### config.mk
export PLATFORM = sky130hd
export DESIGN_NAME = mem_port_arbiter_flat
export DESIGN_NICKNAME = d
export VERILOG_FILES = /design/src/rtl/mem_port_arbiter_if.sv /design/src/rtl/mem_port_arbiter.sv /design/src/flat_wrapper.sv
export SDC_FILE = /design/constraint.sdc
export NUM_CORES = 1
export LEC_CHECK = 0
export ABC_AREA = 1
export CORE_ASPECT_RATIO = 1.5
export CORE_MARGIN = 1
export CORE_UTILIZATION = 30
export CTS_CLUSTER_SIZE = 24
export DETAILED_ROUTE_END_ITERATION = 6
export PLACE_DENSITY_LB_ADDON = 0.2
export SLEW_MARGIN = 20
export SYNTH_ARGS = -nofsm -noshare
export SYNTH_HDL_FRONTEND = slang
export SYNTH_SLANG_ARGS = --single-unit
### constraint.sdc
create_clock -name clk -period 3.9 [get_ports clk]
set_clock_uncertainty 0.2 [all_clocks]
set_input_delay 0.585 -clock clk [delete_from_list [all_inputs] [get_ports clk]]
set_output_delay 0.585 -clock clk [all_outputs]
set_load 0.01 [all_outputs]
### src/rtl/mem_port_arbiter_if.sv
`default_nettype none
// ============================================================================
// Module      : mem_port_arbiter_if
// Description : Signal bundle for mem_port_arbiter. It carries the IF
//               requester channel, the data (load/store) requester channel,
//               the pipeline flush and the shared SRAM-like port.
//               slave  : the arbiter's view of the bundle.
//               master : the surrounding environment's view, which drives the
//                        requests and the port responses.
// Revision    : 1.0 - initial release
// ============================================================================
interface mem_port_arbiter_if;
    // Pipeline control
    logic        flush;
    // Instruction-fetch channel
    logic        inst_req;
    logic [31:0] inst_addr;
    logic        inst_addr_ok;
    logic        inst_data_ok;
    logic [31:0] inst_rdata;
    // Data load/store channel
    logic        data_req;
    logic        data_wr;
    logic [3:0]  data_wstrb;
    logic [31:0] data_addr;
    logic [31:0] data_wdata;
    logic        data_addr_ok;
    logic        data_data_ok;
    logic [31:0] data_rdata;
    // Shared memory port
    logic        bus_req;
    logic        bus_wr;
    logic [3:0]  bus_wstrb;
    logic [31:0] bus_addr;
    logic [31:0] bus_wdata;
    logic        bus_addr_ok;
    logic        bus_data_ok;
    logic [31:0] bus_rdata;

    modport slave (
        input  flush,
        input  inst_req, inst_addr,
        input  data_req, data_wr, data_wstrb, data_addr, data_wdata,
        input  bus_addr_ok, bus_data_ok, bus_rdata,
        output inst_addr_ok, inst_data_ok, inst_rdata,
        output data_addr_ok, data_data_ok, data_rdata,
        output bus_req, bus_wr, bus_wstrb, bus_addr, bus_wdata
    );

    modport master (
        output flush,
        output inst_req, inst_addr,
        output data_req, data_wr, data_wstrb, data_addr, data_wdata,
        output bus_addr_ok, bus_data_ok, bus_rdata,
        input  inst_addr_ok, inst_data_ok, inst_rdata,
        input  data_addr_ok, data_data_ok, data_rdata,
        input  bus_req, bus_wr, bus_wstrb, bus_addr, bus_wdata
    );
endinterface
`default_nettype wire

### src/rtl/mem_port_arbiter.sv
`default_nettype none
// ============================================================================
// Module      : mem_port_arbiter
// Description : Shares one SRAM-like memory port between instruction fetch
//               and the data load/store path. One transaction is in flight at
//               a time: the request phase is registered, the response phase
//               passes straight through to the owning requester. Data wins
//               ties; after STARVE_LIMIT consecutive data grants made while IF
//               was waiting, IF is forced to win. A flush while a fetch is in
//               flight makes its response beat be consumed silently.
// Ports       : clk, rst      - clock, synchronous active-high reset
//               port_io       - mem_port_arbiter_if.slave bundle
//                               (flush, IF channel, data channel, bus port)
// Parameters  : STARVE_LIMIT  - data grants tolerated while IF waits (>= 1)
// Revision    : 1.0 - initial release
// ============================================================================
module mem_port_arbiter #(
    parameter int STARVE_LIMIT = 4
) (
    input  wire logic          clk,
    input  wire logic          rst,
    mem_port_arbiter_if.slave  port_io
);

    localparam int               CNT_W   = (STARVE_LIMIT < 1) ? 1 : $clog2(STARVE_LIMIT + 1);
    localparam logic [CNT_W-1:0] CNT_MAX = CNT_W'(STARVE_LIMIT);

    typedef enum logic [1:0] {
        S_IDLE = 2'd0,
        S_ADDR = 2'd1,
        S_DATA = 2'd2
    } state_t;

    state_t             state_q;
    logic               owner_q;      // 0 = IF, 1 = data
    logic               drop_q;       // in-flight fetch response must be discarded
    logic [CNT_W-1:0]   starve_q;
    logic               bus_req_q;
    logic               bus_wr_q;
    logic [3:0]         bus_wstrb_q;
    logic [31:0]        bus_addr_q;
    logic [31:0]        bus_wdata_q;

    logic               w_grant_inst;
    logic               w_grant_data;
    logic               w_resp;
    logic               w_inst_resp;
    logic               w_data_resp;
    logic               w_flush_inst;

    // Grant decision. Gated by rst so no addr_ok can leak out while the
    // block is being reset.
    always_comb begin
        w_grant_inst = 1'b0;
        w_grant_data = 1'b0;
        if (!rst && (state_q == S_IDLE)) begin
            if ((starve_q == CNT_MAX) && port_io.inst_req) begin
                w_grant_inst = 1'b1;
            end else if (port_io.data_req) begin
                w_grant_data = 1'b1;
            end else if (port_io.inst_req) begin
                w_grant_inst = 1'b1;
            end
        end
    end

    // A flush arriving together with the response beat still drops it, so
    // the live flush is folded in alongside the registered drop flag.
    assign w_flush_inst = port_io.flush && !owner_q;
    assign w_resp       = !rst && (state_q == S_DATA) && port_io.bus_data_ok;
    assign w_data_resp  = w_resp && owner_q;
    assign w_inst_resp  = w_resp && !owner_q && !drop_q && !port_io.flush;

    always_ff @(posedge clk) begin
        if (rst) begin
            state_q     <= S_IDLE;
            owner_q     <= 1'b0;
            drop_q      <= 1'b0;
            starve_q    <= '0;
            bus_req_q   <= 1'b0;
            bus_wr_q    <= 1'b0;
            bus_wstrb_q <= 4'd0;
            bus_addr_q  <= 32'd0;
            bus_wdata_q <= 32'd0;
        end else begin
            case (state_q)
                S_IDLE: begin
                    if (w_grant_inst) begin
                        state_q     <= S_ADDR;
                        owner_q     <= 1'b0;
                        drop_q      <= port_io.flush;
                        starve_q    <= '0;
                        bus_req_q   <= 1'b1;
                        bus_wr_q    <= 1'b0;
                        bus_wstrb_q <= 4'd0;
                        bus_addr_q  <= port_io.inst_addr;
                        bus_wdata_q <= 32'd0;
                    end else if (w_grant_data) begin
                        state_q     <= S_ADDR;
                        owner_q     <= 1'b1;
                        drop_q      <= 1'b0;
                        // Only data grants that made a waiting IF wait longer count.
                        if (port_io.inst_req && (starve_q != CNT_MAX)) begin
                            starve_q <= starve_q + CNT_W'(1);
                        end
                        bus_req_q   <= 1'b1;
                        bus_wr_q    <= port_io.data_wr;
                        bus_wstrb_q <= port_io.data_wr ? port_io.data_wstrb : 4'd0;
                        bus_addr_q  <= port_io.data_addr;
                        bus_wdata_q <= port_io.data_wdata;
                    end
                end
                S_ADDR: begin
                    if (w_flush_inst) begin
                        drop_q <= 1'b1;
                    end
                    if (port_io.bus_addr_ok) begin
                        state_q   <= S_DATA;
                        bus_req_q <= 1'b0;
                    end
                end
                S_DATA: begin
                    if (w_flush_inst) begin
                        drop_q <= 1'b1;
                    end
                    if (port_io.bus_data_ok) begin
                        state_q <= S_IDLE;
                        drop_q  <= 1'b0;
                    end
                end
                default: begin
                    state_q   <= S_IDLE;
                    drop_q    <= 1'b0;
                    bus_req_q <= 1'b0;
                end
            endcase
        end
    end

    assign port_io.inst_addr_ok = w_grant_inst;
    assign port_io.data_addr_ok = w_grant_data;
    assign port_io.inst_data_ok = w_inst_resp;
    assign port_io.inst_rdata   = w_inst_resp ? port_io.bus_rdata : 32'd0;
    assign port_io.data_data_ok = w_data_resp;
    assign port_io.data_rdata   = w_data_resp ? port_io.bus_rdata : 32'd0;
    assign port_io.bus_req      = bus_req_q;
    assign port_io.bus_wr       = bus_wr_q;
    assign port_io.bus_wstrb    = bus_wstrb_q;
    assign port_io.bus_addr     = bus_addr_q;
    assign port_io.bus_wdata    = bus_wdata_q;

endmodule
`default_nettype wire

### src/flat_wrapper.sv
// flat-port wrapper written by rule: the top's interface ports become plain ports
module mem_port_arbiter_flat 
#(
    parameter int STARVE_LIMIT = 4
)
  (clk, rst, port_io_flush, port_io_inst_req, port_io_inst_addr, port_io_data_req, port_io_data_wr, port_io_data_wstrb, port_io_data_addr, port_io_data_wdata, port_io_bus_addr_ok, port_io_bus_data_ok, port_io_bus_rdata, port_io_inst_addr_ok, port_io_inst_data_ok, port_io_inst_rdata, port_io_data_addr_ok, port_io_data_data_ok, port_io_data_rdata, port_io_bus_req, port_io_bus_wr, port_io_bus_wstrb, port_io_bus_addr, port_io_bus_wdata);
  mem_port_arbiter_if port_io_i ();
  input  wire logic clk;
  input  wire logic rst;
  input wire logic [$bits(port_io_i.flush)-1:0] port_io_flush;
  input wire logic [$bits(port_io_i.inst_req)-1:0] port_io_inst_req;
  input wire logic [$bits(port_io_i.inst_addr)-1:0] port_io_inst_addr;
  input wire logic [$bits(port_io_i.data_req)-1:0] port_io_data_req;
  input wire logic [$bits(port_io_i.data_wr)-1:0] port_io_data_wr;
  input wire logic [$bits(port_io_i.data_wstrb)-1:0] port_io_data_wstrb;
  input wire logic [$bits(port_io_i.data_addr)-1:0] port_io_data_addr;
  input wire logic [$bits(port_io_i.data_wdata)-1:0] port_io_data_wdata;
  input wire logic [$bits(port_io_i.bus_addr_ok)-1:0] port_io_bus_addr_ok;
  input wire logic [$bits(port_io_i.bus_data_ok)-1:0] port_io_bus_data_ok;
  input wire logic [$bits(port_io_i.bus_rdata)-1:0] port_io_bus_rdata;
  output wire logic [$bits(port_io_i.inst_addr_ok)-1:0] port_io_inst_addr_ok;
  output wire logic [$bits(port_io_i.inst_data_ok)-1:0] port_io_inst_data_ok;
  output wire logic [$bits(port_io_i.inst_rdata)-1:0] port_io_inst_rdata;
  output wire logic [$bits(port_io_i.data_addr_ok)-1:0] port_io_data_addr_ok;
  output wire logic [$bits(port_io_i.data_data_ok)-1:0] port_io_data_data_ok;
  output wire logic [$bits(port_io_i.data_rdata)-1:0] port_io_data_rdata;
  output wire logic [$bits(port_io_i.bus_req)-1:0] port_io_bus_req;
  output wire logic [$bits(port_io_i.bus_wr)-1:0] port_io_bus_wr;
  output wire logic [$bits(port_io_i.bus_wstrb)-1:0] port_io_bus_wstrb;
  output wire logic [$bits(port_io_i.bus_addr)-1:0] port_io_bus_addr;
  output wire logic [$bits(port_io_i.bus_wdata)-1:0] port_io_bus_wdata;
  assign port_io_i.flush = port_io_flush;
  assign port_io_i.inst_req = port_io_inst_req;
  assign port_io_i.inst_addr = port_io_inst_addr;
  assign port_io_i.data_req = port_io_data_req;
  assign port_io_i.data_wr = port_io_data_wr;
  assign port_io_i.data_wstrb = port_io_data_wstrb;
  assign port_io_i.data_addr = port_io_data_addr;
  assign port_io_i.data_wdata = port_io_data_wdata;
  assign port_io_i.bus_addr_ok = port_io_bus_addr_ok;
  assign port_io_i.bus_data_ok = port_io_bus_data_ok;
  assign port_io_i.bus_rdata = port_io_bus_rdata;
  assign port_io_inst_addr_ok = port_io_i.inst_addr_ok;
  assign port_io_inst_data_ok = port_io_i.inst_data_ok;
  assign port_io_inst_rdata = port_io_i.inst_rdata;
  assign port_io_data_addr_ok = port_io_i.data_addr_ok;
  assign port_io_data_data_ok = port_io_i.data_data_ok;
  assign port_io_data_rdata = port_io_i.data_rdata;
  assign port_io_bus_req = port_io_i.bus_req;
  assign port_io_bus_wr = port_io_i.bus_wr;
  assign port_io_bus_wstrb = port_io_i.bus_wstrb;
  assign port_io_bus_addr = port_io_i.bus_addr;
  assign port_io_bus_wdata = port_io_i.bus_wdata;
  mem_port_arbiter #(.STARVE_LIMIT(STARVE_LIMIT)) u_core (.clk(clk), .rst(rst), .port_io(port_io_i));
endmodule
# Word level (Yosys, flattened, before mapping)
# Cells that the tools add are included.
# classes
addsub,1
n_eq_ne,7
n_mux,36
bitwise,1
n_reduce_logical,21
# op_table
op,count
32-bit two-way mux,6
1-bit two-way mux,17
4-bit two-way mux,3
1-bit logical AND,10
3-bit two-way mux,3
3-bit AND reduction,3
2-bit two-way mux,4
"3-bit inequality test, second input constant",2
1-bit case mux with 3 select lines,2
2-bit case mux with 3 select lines,1
1-bit zero test,4
"2-bit inequality test, second input constant",2
2-bit nonzero test,2
"3-bit by 1-bit adder with 3-bit output, second input constant",1
"3-bit equality test, second input constant",1
"2-bit by 1-bit equality test with 1-bit output, second input constant",1
"2-bit equality test, second input constant",1
2-bit zero test,1
2-bit AND reduction,1
1-bit NOT,1
# word_totals
register_bits,77
input_bits,140
output_inout_bits,138
wordCells,75

# Depth between registers and ports, before layout
# Gate-level depths: netlist (run 1).
# logic_depth
word_depth,7
mapped_depth,10
mapped_depth_nobuf,9

# Least setup slack after synthesis (run 1)
# OpenSTA, ideal clock, no wires.
# synth_path
kind,input-to-output
start,input port rst
end,output port port_io_data_rdata[10]
arrival_time_ps,1567
t_required_ps,3115
path_slack_ps,1548
path_stages,7
n_path_buf,2
cell_sequence,buf_4 inv_6 nand3_1 nor2_1 inv_1 buf_2 nor2_1
# synth_between
elab_chain_cells,5
# synth_rtl
element,line,rtl
start: declaration,flat_wrapper.sv:9,input wire logic rst;
1-bit zero test,mem_port_arbiter.sv:70,assign w_resp = !rst && (state_q == S_DATA) && port_io.bus_data_ok;
1-bit logical AND (2 in a row),mem_port_arbiter.sv:70,
1-bit logical AND,mem_port_arbiter.sv:71,assign w_data_resp = w_resp && owner_q;
named net port_io_data_data_ok,flat_wrapper.sv:25,output wire logic [$bits(port_io_i.data_data_ok)-1:0] port_io_data_data_ok;
32-bit two-way mux,mem_port_arbiter.sv:145,assign port_io.data_rdata = w_data_resp ? port_io.bus_rdata : 32'd0;
end: declaration,flat_wrapper.sv:26,output wire logic [$bits(port_io_i.data_rdata)-1:0] port_io_data_rdata;
# The timed path passes the listed nets, and every way through them passes these cells.

# Worst setup path after layout (run 1)
# layout_path
start,input port rst
end,output port port_io_data_rdata[19]
# layout_between
elab_chain_cells,5
# layout_rtl
element,line
1-bit zero test,mem_port_arbiter.sv:70
1-bit logical AND (2 in a row),mem_port_arbiter.sv:70
1-bit logical AND,mem_port_arbiter.sv:71
32-bit two-way mux,mem_port_arbiter.sv:145
# Every way passes these cells.

==> summary.md, run 1 <==
| Metric | Value |
|---|---|
| Outcome | complete, no violations |
| Fin. Hold Viols | 0 |
| Initial antenna violation count | 0 |
| Power per cell area | 339 nW/µm² |
| Ant diodes | 0 |
| Commonest cells after routing, fill and taps aside | clkdlybuf4s50_1 (277), nand2_1 (147), dfxtp_1 (77) |
| Seq/Total Area, Yosys | 43.7% |
| Max Transition Viols Final | 0 |
| Critical Path RT | 3.12 ns |
| Mapped Avg Cell Area | 6.93 µm² |
| Dpl hpwl | 10.2 mm |
| Ports | 278 |
| Residual DRC | 0 |
| Synth cell types | 27 |
| Synth warn | 0 |
| CP max FO | 32 |
| Mapped Area | 3530 µm² |
| TNS Setup | 0 ns |
| Slew @ Worst Pin | 0.871 ns |
| CTS tree | done |
| Die width | 90.6 µm |
| Vias post-DR | 4303 |
| Peak supply drop | 0.000270 V |
| Largest net degree at the start of global routing | 64 |
| FMAX | 290 MHz |
| CTS Hold Bufs | 0 |
| Unrepaired setup endpoints after global routing | false |
| Routed len/inst | 14.5 µm |
| Rel. slew slack | 41.8% |
| Final nets | 910 |
| Row Count | 48 |
| Post-Synthesis Net Count | 651 |
| GRT Resource Usage Total | 21.5% |
| Fraction of layout cells with a size suffix above 1 | 4.14% |
| Routed WL | 13.4 mm |
| I/O Buffers | 277 |
| Final hold slack | 0.260 ns |
| WS Path Type | primary input to output port |
| Hold Path Class | flip-flop to flip-flop |
| Area growth syn-to-layout | 89.0% |
| Setup WS pre-CTS | 0.439 ns |
| Vias per cell | 4.66 |
| Die Y | 135 µm |
| Routed Antenna Nets | 0 |
| Initial Utilization | 30.8% |
| CTS max path bufs | 2 |
| Dpl cell area | 6320 µm² |
| Area contributors post-synth | dfxtp_1 (44%), nand2_1 (16%), nor2_1 (7.3%) |
| Final Critical Period | 3.45 ns |
| Commonest non-fill, non-tap cell in the layout | clkdlybuf4s50_1 |
| LEAKAGE | 0.00267 µW |
| GRT overflow | 0 |
| CTS resizes | 0 |
| Synth Register Bits | 77 |
| Setup Viol. Count Final | 0 |
| Placer Congestion | 0.967 |
| Final Power | 2260 µW |
| Final worst path period share | 88.5% |
| Final instance area | 6670 µm² |
| First-pass GRT wire length | 20.7 mm |
| Final worst setup slack | 0.447 ns |
| Post-CTS Setup Inserts | 0 |
| CTS clk-pin slew, worst paths | 0.06 ns |
| Pre-Repair DR Iteration Count | 7 |
| Worst-Skew Late Latency | 0.33 ns |
| Clk root buf | clkbuf_16 |
| Die ar. | 12200 µm² |
| TritonCTS Buffers | 9 |
| Yosys top cell area share | 43.7% |
| Core Area | 11500 µm² |
| Number of global-route vias before repair | 4126 |
| Initial DRC count | 199 |
| Number of max-cap violations | 0 |
| CP startpoint kind | primary input |
| Cell taking the most area after synthesis | dfxtp_1 |
| H-tree levels | 3 |
| Arrival time at the worst endpoint | 2.67 ns |
| Clk sinks | 77 |
| Cells after synthesis | 509 |
| Critical path capture point type | output port |
-- synthesized netlist by cell type --
| master | number |
|---|---|
| a21o_1 | 1 |
| nand2_4 | 2 |
| xnor2_1 | 1 |
| nand3_2 | 1 |
| nand2_2 | 1 |
| ha_1 | 2 |
| nand3_1 | 9 |
| clkbuf_1 | 12 |
| buf_4 | 3 |
| a31oi_1 | 34 |
| a21oi_1 | 42 |
| inv_2 | 1 |
| nor2_2 | 1 |
| dfxtp_1 | 77 |
| nand2_1 | 147 |
| nand4_1 | 1 |
| o21ai_1 | 10 |
| nor2_1 | 69 |
| o31ai_1 | 1 |
| nor2_4 | 2 |
| buf_2 | 13 |
| o21ai_0 | 24 |
| inv_1 | 44 |
| nor3_1 | 2 |
| buf_6 | 7 |
| a21oi_4 | 1 |
| inv_6 | 1 |
-- registers in the layout, indices dropped and copies added (netlist names) --
| register | cells |
|---|---|
| u_core.port_io.bus_addr | 32 |
| u_core.port_io.bus_wstrb | 4 |
| u_core.port_io.bus_req | 1 |
| u_core.drop_q | 1 |
| u_core.state_q | 2 |
| u_core.owner_q | 1 |
| u_core.starve_q | 3 |
| u_core.port_io.bus_wr | 1 |
| u_core.port_io.bus_wdata | 32 |
-- layer usage --
layer	vias to the layer above	wire length, µm	global-route usage [%]
met5	-	0	0
met3	19	1220	7.15
met2	215	6330	35.8
li1	2136	-	-
met4	0	237	7.26
met1	1933	5620	25.8
-- stage by stage --
step	cells	util (%)
after global placement	907	55.1
after floorplan	509	-
final	923	58.1
after global routing	923	58.1
after CTS	923	58.1
after detailed placement	907	55.1
-- power breakdown --
group	internal, µW	total, µW	switching [µW]
sequential	842	871	28.6
clock	629	936	307
combinational	260	454	194
total	1730	2260	530
-- kinds of logic (layout without fill, tap and decap cells) --
group	count (synthesis)	after routing	synth area share [%]
and+or+nand+nor	235	235	26.6
AOI/OAI and AO/OA	113	113	17.7
buffers and inverters	81	345	11.0
DFF	77	77	43.7
adders and majority gates	2	2	0.709
xor gates and xnor gates	1	1	0.248
-- worst max-delay path, stage by stage --
cell,delay (ns)
clkdlybuf4s50_1,0.48
inv_6,0.08
nand3_1,0.11
nor2_1,0.21
inv_1,0.41
nor2_1,0.22
clkdlybuf4s50_1,0.57
-- final timing paths --
kind | to | slack (ns) | from | cells past startpoint
worst max-delay path | port_io_data_rdata[19] | 0.45 | rst | 7
worst min-delay path | u_core.port_io.bus_wstrb[2] | 0.26 | u_core.port_io.bus_wstrb[2] | 2
worst max register to register | u_core.drop_q | 1.45 | u_core.starve_q[0] | 9
worst min register to register | u_core.port_io.bus_wstrb[2] | 0.26 | u_core.port_io.bus_wstrb[2] | 2
-- layout make-up --
class,instances,area (µm²)
Clock buffer,13,280
Clock inverter,3,65.1
Fill cell,1038,4800
Inverter,46,178
Multi-Input combinational cell,351,1600
Sequential cell,77,1540
Tap cell,150,188
Timing Repair Buffer,283,2820
Power figures use the tool's default switching activity.
==> inputs of run 2 (changes only) <==
GPL_TIMING_DRIVEN = 1   (was unset)
HOLD_SLACK_MARGIN = 0.12   (was unset)
==> results of run 2 <==
The final DEF is identical to that of run 1; final timing and power are the same.
==> inputs of run 3 (changes only) <==
ABC_CLOCK_PERIOD_IN_PS = 3900   (was unset)
==> results of run 3 <==
The final DEF is identical to that of run 1; final timing and power are the same.
